[src/rtl/traffic_pkg.sv]
// -----------------------------------------------------------------------------
// traffic_pkg
//   Shared definitions for the intersection scheduler: phase codes, direction
//   codes, the lamp bundle with its decode function, and default durations.
// -----------------------------------------------------------------------------
package traffic_pkg;

    // Phase codes are a full 3-bit code, so no illegal phase value exists.
    typedef enum logic [2:0] {
        PH_NS_GREEN  = 3'd0,
        PH_NS_YELLOW = 3'd1,
        PH_ALL_RED_A = 3'd2,
        PH_EW_GREEN  = 3'd3,
        PH_EW_YELLOW = 3'd4,
        PH_ALL_RED_B = 3'd5,
        PH_PED_WALK  = 3'd6,
        PH_EMG_HOLD  = 3'd7
    } phase_t;

    // Green that follows a pedestrian walk.
    typedef enum logic {
        DIR_NS = 1'b0,
        DIR_EW = 1'b1
    } dir_t;

    typedef struct packed {
        logic ns_green;
        logic ns_yellow;
        logic ns_red;
        logic ew_green;
        logic ew_yellow;
        logic ew_red;
    } lamps_t;

    localparam int DEF_CW         = 5;
    localparam int DEF_T_GREEN_NS = 18;
    localparam int DEF_T_GREEN_EW = 15;
    localparam int DEF_T_YELLOW   = 3;
    localparam int DEF_T_ALLRED   = 2;
    localparam int DEF_T_WALK     = 10;

    // Each approach shows red unless it is in its own green or yellow, so
    // exactly one lamp per approach is lit for every phase code.
    function automatic lamps_t lamp_decode(input phase_t ph);
        lamps_t l;
        l.ns_green  = (ph == PH_NS_GREEN);
        l.ns_yellow = (ph == PH_NS_YELLOW);
        l.ns_red    = !(l.ns_green || l.ns_yellow);
        l.ew_green  = (ph == PH_EW_GREEN);
        l.ew_yellow = (ph == PH_EW_YELLOW);
        l.ew_red    = !(l.ew_green || l.ew_yellow);
        return l;
    endfunction

endpackage

[src/rtl/phase_timer.sv]
// -----------------------------------------------------------------------------
// phase_timer
//   Down-counter holding the ticks left in the current phase.
//   clk, rst_n : clock, asynchronous active-low reset
//   load       : load load_val this clk (takes priority over tick)
//   load_val   : duration of the phase being entered
//   tick       : timebase enable; decrements remaining while it is non-zero
//   remaining  : registered ticks-left value
//   expire     : tick & remaining==1, i.e. this tick ends the phase
// -----------------------------------------------------------------------------
module phase_timer #(
    parameter int            CW      = 5,
    parameter logic [CW-1:0] RST_VAL = '0
) (
    input  logic          clk,
    input  logic          rst_n,
    input  logic          load,
    input  logic [CW-1:0] load_val,
    input  logic          tick,
    output logic [CW-1:0] remaining,
    output logic          expire
);

    // NOTE: sequential state uses non-blocking assignments so every register
    // samples the pre-edge value of every other register.
    always_ff @(posedge clk or negedge rst_n) begin
        if (!rst_n) begin
            remaining <= RST_VAL;
        end else if (load) begin
            remaining <= load_val;
        end else if (tick && (remaining != '0)) begin
            remaining <= remaining - CW'(1);
        end
    end

    assign expire = tick && (remaining == CW'(1));

endmodule

[src/rtl/intersection_scheduler.sv]
// -----------------------------------------------------------------------------
// intersection_scheduler
//   Two-approach (NS/EW) phase scheduler with all-red clearance, latched
//   pedestrian service and emergency preemption.
//   clk, rst_n        : clock, asynchronous active-low reset
//   tick              : one-clk pulse per second (timebase enable)
//   ped_req           : pedestrian button, sampled every clk
//   emg_req           : emergency preempt level
//   ns_*/ew_* lamps   : one-hot per approach, registered
//   walk              : high only in PED_WALK
//   ped_ack           : one-clk pulse on entry to PED_WALK
//   phase             : current phase code
//   remaining         : ticks left in current phase (0 in EMG_HOLD)
// -----------------------------------------------------------------------------
module intersection_scheduler
    import traffic_pkg::*;
#(
    parameter int CW         = DEF_CW,
    parameter int T_GREEN_NS = DEF_T_GREEN_NS,
    parameter int T_GREEN_EW = DEF_T_GREEN_EW,
    parameter int T_YELLOW   = DEF_T_YELLOW,
    parameter int T_ALLRED   = DEF_T_ALLRED,
    parameter int T_WALK     = DEF_T_WALK
) (
    input  logic          clk,
    input  logic          rst_n,
    input  logic          tick,
    input  logic          ped_req,
    input  logic          emg_req,
    output logic          ns_green,
    output logic          ns_yellow,
    output logic          ns_red,
    output logic          ew_green,
    output logic          ew_yellow,
    output logic          ew_red,
    output logic          walk,
    output logic          ped_ack,
    output logic [2:0]    phase,
    output logic [CW-1:0] remaining
);

    phase_t        phase_q, phase_d;
    dir_t          next_dir_q, next_dir_d;
    logic          ped_pending_q;
    lamps_t        lamps_q;
    logic          phase_change;
    logic          entering_walk;
    logic          timer_tick;
    logic          t_expire;
    logic [CW-1:0] t_remaining;

    function automatic logic [CW-1:0] phase_dur(input phase_t ph);
        case (ph)
            PH_NS_GREEN:  return CW'(T_GREEN_NS);
            PH_NS_YELLOW: return CW'(T_YELLOW);
            PH_ALL_RED_A: return CW'(T_ALLRED);
            PH_EW_GREEN:  return CW'(T_GREEN_EW);
            PH_EW_YELLOW: return CW'(T_YELLOW);
            PH_ALL_RED_B: return CW'(T_ALLRED);
            PH_PED_WALK:  return CW'(T_WALK);
            default:      return '0;   // EMG_HOLD shows 0
        endcase
    endfunction

    // EMG_HOLD ignores the timebase; its count sits at 0.
    assign timer_tick = tick && (phase_q != PH_EMG_HOLD);

    // ---------------------------------------------------------------------
    // Next-phase logic. Emergency is checked before pedestrian service at
    // every decision point; a green yields to emergency without waiting for
    // a tick.
    // ---------------------------------------------------------------------
    always_comb begin
        // NOTE: every variable gets a default before the case so no path
        // leaves it unassigned and no latch is inferred.
        phase_d    = phase_q;
        next_dir_d = next_dir_q;
        case (phase_q)
            PH_NS_GREEN: begin
                if (emg_req || t_expire) phase_d = PH_NS_YELLOW;
            end
            PH_NS_YELLOW: begin
                if (t_expire) phase_d = emg_req ? PH_EMG_HOLD : PH_ALL_RED_A;
            end
            PH_ALL_RED_A: begin
                if (t_expire) begin
                    if (emg_req) begin
                        phase_d = PH_EMG_HOLD;
                    end else if (ped_pending_q) begin
                        phase_d    = PH_PED_WALK;
                        next_dir_d = DIR_EW;
                    end else begin
                        phase_d = PH_EW_GREEN;
                    end
                end
            end
            PH_EW_GREEN: begin
                if (emg_req || t_expire) phase_d = PH_EW_YELLOW;
            end
            PH_EW_YELLOW: begin
                if (t_expire) phase_d = emg_req ? PH_EMG_HOLD : PH_ALL_RED_B;
            end
            PH_ALL_RED_B: begin
                if (t_expire) begin
                    if (emg_req) begin
                        phase_d = PH_EMG_HOLD;
                    end else if (ped_pending_q) begin
                        phase_d    = PH_PED_WALK;
                        next_dir_d = DIR_NS;
                    end else begin
                        phase_d = PH_NS_GREEN;
                    end
                end
            end
            PH_PED_WALK: begin
                if (t_expire) begin
                    if (emg_req)                    phase_d = PH_EMG_HOLD;
                    else if (next_dir_q == DIR_EW)  phase_d = PH_EW_GREEN;
                    else                            phase_d = PH_NS_GREEN;
                end
            end
            PH_EMG_HOLD: begin
                if (!emg_req) phase_d = PH_ALL_RED_B;
            end
            default: phase_d = PH_ALL_RED_B;
        endcase
    end

    // No transition returns to its own phase, so a change of code is
    // exactly a phase entry and triggers the duration load.
    assign phase_change  = (phase_d != phase_q);
    assign entering_walk = (phase_d == PH_PED_WALK) && (phase_q != PH_PED_WALK);

    phase_timer #(
        .CW      (CW),
        .RST_VAL (CW'(T_ALLRED))
    ) u_timer (
        .clk       (clk),
        .rst_n     (rst_n),
        .load      (phase_change),
        .load_val  (phase_dur(phase_d)),
        .tick      (timer_tick),
        .remaining (t_remaining),
        .expire    (t_expire)
    );

    // ---------------------------------------------------------------------
    // Phase state and registered outputs. Lamps and walk are decoded from
    // the next phase so they change on the same edge as the phase code.
    // ---------------------------------------------------------------------
    always_ff @(posedge clk or negedge rst_n) begin
        if (!rst_n) begin
            phase_q       <= PH_ALL_RED_B;
            next_dir_q    <= DIR_NS;
            ped_pending_q <= 1'b0;
            lamps_q       <= lamp_decode(PH_ALL_RED_B);
            walk          <= 1'b0;
            ped_ack       <= 1'b0;
        end else begin
            phase_q    <= phase_d;
            next_dir_q <= next_dir_d;
            lamps_q    <= lamp_decode(phase_d);
            walk       <= (phase_d == PH_PED_WALK);
            ped_ack    <= entering_walk;
            // Clear wins: a press on the entry clk is already being served.
            if (entering_walk) begin
                ped_pending_q <= 1'b0;
            end else if (ped_req && (phase_q != PH_PED_WALK)) begin
                ped_pending_q <= 1'b1;
            end
        end
    end

    assign phase     = phase_q;
    assign remaining = t_remaining;
    assign ns_green  = lamps_q.ns_green;
    assign ns_yellow = lamps_q.ns_yellow;
    assign ns_red    = lamps_q.ns_red;
    assign ew_green  = lamps_q.ew_green;
    assign ew_yellow = lamps_q.ew_yellow;
    assign ew_red    = lamps_q.ew_red;

endmodule
[config.mk]
export PLATFORM = sky130hd
export DESIGN_NAME = intersection_scheduler
export DESIGN_NICKNAME = d
export VERILOG_FILES = /design/src/rtl/traffic_pkg.sv /design/src/rtl/phase_timer.sv /design/src/rtl/intersection_scheduler.sv
export SDC_FILE = /design/constraint.sdc
export NUM_CORES = 1
export LEC_CHECK = 0
export CAP_MARGIN = 20
export CORE_ASPECT_RATIO = 0.9
export CORE_MARGIN = 1.5
export CORE_UTILIZATION = 56
export DETAILED_ROUTE_END_ITERATION = 16
export GPL_ROUTABILITY_DRIVEN = 0
export PLACE_DENSITY = 0.81
export SYNTH_ARGS = -nofsm -noshare
export SYNTH_HDL_FRONTEND = slang
export SYNTH_SLANG_ARGS = --single-unit
[constraint.sdc]
create_clock -name clk -period 3.2 [get_ports clk]
set_input_delay 0.32 -clock clk [delete_from_list [all_inputs] [get_ports clk]]
set_output_delay 0.32 -clock clk [all_outputs]
set_load 0.02 [all_outputs]
# Word-level counts from Yosys, hierarchy flattened
# Index checks and enable logic that the tools add are counted.
# op_classes
n_addsub,1
n_eq_ne,23
n_mux,29
reduce_logical,19
# ops
operator,count
2-to-1 mux 3 bit,14
case mux 5 bit (5 select lines),1
case mux 3 bit (8 select lines),1
equality test 3 bit (second input constant),7
equality test 3 x 2 -> 1 bit (second input constant),4
inequality test 2 bit (second input constant),6
2-to-1 mux 5 bit,2
2-to-1 mux 1 bit,8
AND reduction 7 bit,1
equality test 3 x 1 -> 1 bit (second input constant),2
logical NOT 3 bit,2
inequality test 3 bit (second input constant),2
nonzero test 2 bit,3
equality test 5 x 1 -> 1 bit (second input constant),1
logical AND 1 bit,5
nonzero test 5 bit,1
subtractor 5 x 1 -> 5 bit (second input constant),1
2-to-1 mux 2 bit,2
OR reduction 2 bit,2
logical OR 1 bit,3
inequality test 3 bit,1
logical NOT 1 bit,2
case mux 1 bit (2 select lines),1
# totals
register_bits,18
inputBits,5
output_inout_bits,16
word_cells,84

# Depth between registers and ports, before layout
# depth
word_depth,10
ltp_mapped,9

# Cells and area by module
# From an unflattened synthesis, not the netlist that was laid out.
# unflattened
hier_cells,122
hier_area_um2,1206.2
# modules_own_cells
mod,instances,cells_each,area_each_um2,seq_area_each_um2
intersection_scheduler,1,87,868.3,330.3
phase_timer,1,35,337.8,126.4

# Worst setup path after synthesis
# No wires, ideal clock.
# synth_timing
path_type,reg2reg
start,register u_timer.remaining[1]
end,register u_timer.remaining[4]
setup_ns,0.125
t_arrival_ns,2.172
t_required_ns,3.075
setup_slack_ns,0.903
path_stages_with_launch,10
path_buffers,0
period_less_slack_ns,2.297
path_cell_list,dfstp_2 -> inv_1 -> ha_1 -> nand2_2 -> nor2_2 -> o221ai_2 -> and2_4 -> inv_4 -> a211o_4 -> mux2_4
# synth_via
elab_chain_len,9
# synth_rtl
item,line,text
start: declaration,phase_timer.sv:20,"output logic [CW-1:0] remaining,"
start signal: assignment,phase_timer.sv:30,remaining <= load_val;
start signal: assignment,phase_timer.sv:32,remaining <= remaining - CW'(1);
equality test 5 x 1 -> 1 bit *,phase_timer.sv:36,assign expire = tick && (remaining == CW'(1));
logical AND 1 bit *,phase_timer.sv:36,
logical OR 1 bit,"intersection_scheduler.sv:80, intersection_scheduler.sv:98",
"2-to-1 mux 3 bit, on equally long branches","intersection_scheduler.sv:98, intersection_scheduler.sv:80",
case mux 3 bit (8 select lines) *,intersection_scheduler.sv:78,case (phase_q)
net phase_d[0],intersection_scheduler.sv:42,"phase_t phase_q, phase_d;"
equality test 3 bit (tied with other cells),intersection_scheduler.sv:53,case (ph)
OR reduction 2 bit (no source line),-,
case mux 5 bit (5 select lines),intersection_scheduler.sv:53,
2-to-1 mux 5 bit,phase_timer.sv:29,end else if (load) begin
# Mark *: on every way through the listed nets, which the timed path passes. The rest lies on a longest branch. The select of a mux whose other input is x is not followed.
# A chain may end at the register's enable or synchronous reset.

# Worst setup path in the final report
# Ends and elaborated chain as after synthesis.

==> flow_summary_export.csv <==
group,metric,value,unit
worst_setup_path,crit_path_start_kind,"flip-flop",
yosys,synth.cell_area,1230,sq um
worst_setup_path,timing.critical_path.fanout_max,6,
routing,finalWirelength,2600,um
routing,drc,0,
outcome,result_of_the_run,"complete, no violations",
worst_setup_path,rrSetupSlack,0.77,ns
yosys,synth_nets,136,
sta,final_hold_viol_count,0,
floorplan,io_pins,21,
pwr,max_rail_drop_vdd,617,uV
finish,antennaDiodeCount,0,
routing,drt-vias-per-instance,6.02,
floorplan,chipWidth,52.4,um
worst_setup_path,worst_r2r_path_depth,9,
cts,clk_transition_reported_paths,0.10,ns
yosys,avgSynthCellArea,9.59,sq um
placed_design,io_buffer_count,20,
cts,cts_tree,"yes",
finish,area.growth.synth_to_final,18.5,%
cts,clockRootBuffer,"clkbuf_4",
placed_design,place_hpwl,1980,um
yosys,synth-async-reset-ratio,1.00,
sta,fin_setup_tns,0,ns
worst_setup_path,critPathCaptureType,"flip-flop",
cts,cts-buffers-inserted,3,
floorplan,die_height,47.4,um
worst_setup_path,r2r-end,"u_timer.remaining[4]",
global_route,grt_pass1_vias,917,
yosys,syn_inst,128,
sta,setup_repair_after_global_routing_missed_its_margin,"no",
yosys,library_cells_used_by_synthesis,51,
cts,clock-sinks,18,
job,max_cap_viol_count,0,
sta,timing_max_transition_violations_final,0,
finish,post_route_cells_drive_above_1_share,0.190,
routing,routed-via-count,1035,
finish,layout_net_count,156,
global_route,antenna_found_initial,0,
worst_setup_path,timing.critical_path.from,"u_timer.remaining[1]",
cts,postCtsSetupBuffers,0,
sta,setup-violations-final,0,
floorplan,core_area,1990,sq um
placed_design,cell_area_after_placement,1430,sq um
yosys,post_synth_edffs,0,
finish,layout.cell_area.non_filler,1450,sq um
worst_setup_path,critPathRequiredTime,3.39,ns
routing,drt_iter0_markers,22,
sta,relSlewSlack,0.500,
cts,post_cts_resized,0,
floorplan,effective_utilization_at_floorplan,0.617,
worst_setup_path,worst_path_arrival_time,2.61,ns
cts,clock_insertion_delay_worst_skew,0.29,ns
min_path,worst_hold_class,"input pin to async pin",
cts,clockBufferDepth,2,
yosys,ys_ff_latch,18,
yosys,share_of_the_yosys_chip_area_belonging_to_registers,0.372,
routing,drt-wirelength-per-cell,15.1,um
global_route,grt_max_degree,19,
global_route,gr_overflow_total,0,
cts,cts-htree-levels,1,
yosys,ys.flop_type,"dfrtp_1",
floorplan,die_area,2480,sq um
sta,finalCriticalPeriod,2.43,ns
worst_setup_path,critical_path_class,"flip-flop to flip-flop",
sta,max_freq,0.412,GHz
routing,antenna_violating_nets_post_route,0,
worst_setup_path,r2r_start,"u_timer.remaining[1]",
floorplan,core.rowCount,15,
sta,timing_worst_slew_pin_value,0.747,ns
sta,final_min_period_over_clock_period,0.758,
global_route,wire_length_of_the_first_global_routing_pass,4220,um
cts,cts-hold-fix-buffers,0,
routing,detailedRoute.firstPassIterationCount,4,
pwr,power_per_cell_area,1010,nW/um^2
pwr,power.static_leakage,0.000587,uW
yosys,yosys_warnings,0,
sta,finalClockSkew,0.0112,ns
global_route,grt_util_all_layers,0.232,
## layout make-up
type                            instances  area (sq um)
Tap cell                               25          31.3
Timing Repair Buffer                   20           200
Sequential cell                        18           457
Multi-Input combinational cell         94           696
Inverter                               11          43.8
Clock buffer                            4          26.3
Fill cell                             179           536
## kinds of logic (layout without fill, tap and decap cells)
kind of cell | after synthesis | in the layout | share of synthesized area
adders and majority gates | 3 | 3 | 0.0306
buffers and inverters | 16 | 35 | 0.0612
muxes | 3 | 3 | 0.0326
and+or+nand+nor | 43 | 43 | 0.194
AOI/OAI and AO/OA | 40 | 40 | 0.274
xor gates and xnor gates | 5 | 5 | 0.0357
DFF | 18 | 18 | 0.372
## metrics by stage
| stage | power, uW | utilization | hold slack (ns) | std cells | worst slack (ns) |
|---|---|---|---|---|---|
| floorplan | 1090 | - | 0.0244 | 128 | 0.903 |
| global placement | 1340 | 0.718 | 0.623 | 168 | 0.706 |
| detailed placement | 1350 | 0.718 | 0.624 | 168 | 0.640 |
| CTS | 1470 | 0.731 | 0.480 | 172 | 0.775 |
| global route | 1580 | 0.731 | 0.520 | 172 | 0.663 |
| finish | 1470 | 0.731 | 0.462 | 172 | 0.774 |
## metal layers
| layer | GRT usage | wire, um | up-vias |
|---|---|---|---|
| met2 | 0.395 | 1290 | 41 |
| met4 | 0.0154 | 0 | 0 |
| met1 | 0.319 | 1170 | 486 |
| met3 | 0.0563 | 138 | 0 |
| met5 | 0 | 0 | - |
| li1 | - | - | 508 |
## report_power, final
group	switching [uW]	total, uW	internal [uW]	leakage (uW)
logic	493	890	397	0.000356
clock network	65.0	113	48.4	0.0000150
registers	125	465	340	0.000216
## worst max-delay path by stage
stage | to | slack [ns] | cells past startpoint
4_1_cts | u_timer.remaining[4] | 0.77 | 9
6_report | u_timer.remaining[4] | 0.77 | 9
5_1_grt | u_timer.remaining[4] | 0.66 | 9
3_3_place_gp | u_timer.remaining[4] | 0.71 | 8
2_1_floorplan | u_timer.remaining[4] | 0.90 | 9
3_5_place_dp | u_timer.remaining[4] | 0.64 | 8
## synthesized netlist by cell type (3+ instances only)
cell type	count	area [sq um]
a21oi_1	5	25.0
a31oi_1	3	18.8
buf_2	4	20.0
dfrtp_1	13	325
dfstp_2	5	131
ha_1	3	37.5
inv_1	7	26.3
inv_2	3	11.3
nand2_1	10	37.5
nor2_1	8	30.0
nor2b_1	3	18.8
o21ai_0	6	30.0
xnor2_1	3	26.3
## layout by cell type (no fill, tap or decap), drive strengths merged, types with 2 or more instances in the layout
master / synthesis / final
clkdlybuf4s50: 0 / 20
dfrtp: 13 / 13
nand2: 11 / 11
inv: 11 / 11
nor2: 9 / 9
o21ai: 8 / 8
a21oi: 5 / 5
dfstp: 5 / 5
clkbuf: 0 / 4
nor3: 4 / 4
nor2b: 3 / 3
a31oi: 3 / 3
xnor2: 3 / 3
ha: 3 / 3
and2: 3 / 3
a211oi: 3 / 3
o221ai: 3 / 3
o31ai: 3 / 3
o2111ai: 2 / 2
nand2b: 2 / 2
or3: 2 / 2
or2: 2 / 2
nand3b: 2 / 2
nand3: 2 / 2
a21o: 2 / 2
xor2: 2 / 2
nor4: 2 / 2
a2111oi: 2 / 2
mux2: 2 / 2
o211ai: 2 / 2
a211o: 2 / 2
## worst max-delay path: stages (launching register included)
cell,delay (ns)
dfstp_2,0.57
inv_1,0.07
ha_1,0.20
nand2_2,0.17
nor2_2,0.11
o221ai_2,0.26
and2_4,0.22
inv_4,0.05
a211o_4,0.36
mux2_4,0.31
## flip-flops by register name (all words and copies together), names as in the netlist
register / count
u_timer.remaining: 5
phase: 3
ew_green: 1
ew_red: 1
ew_yellow: 1
next_dir_q: 1
ns_green: 1
ns_red: 1
ns_yellow: 1
ped_ack: 1
ped_pending_q: 1
walk: 1
(Power assumes the default switching activity.)
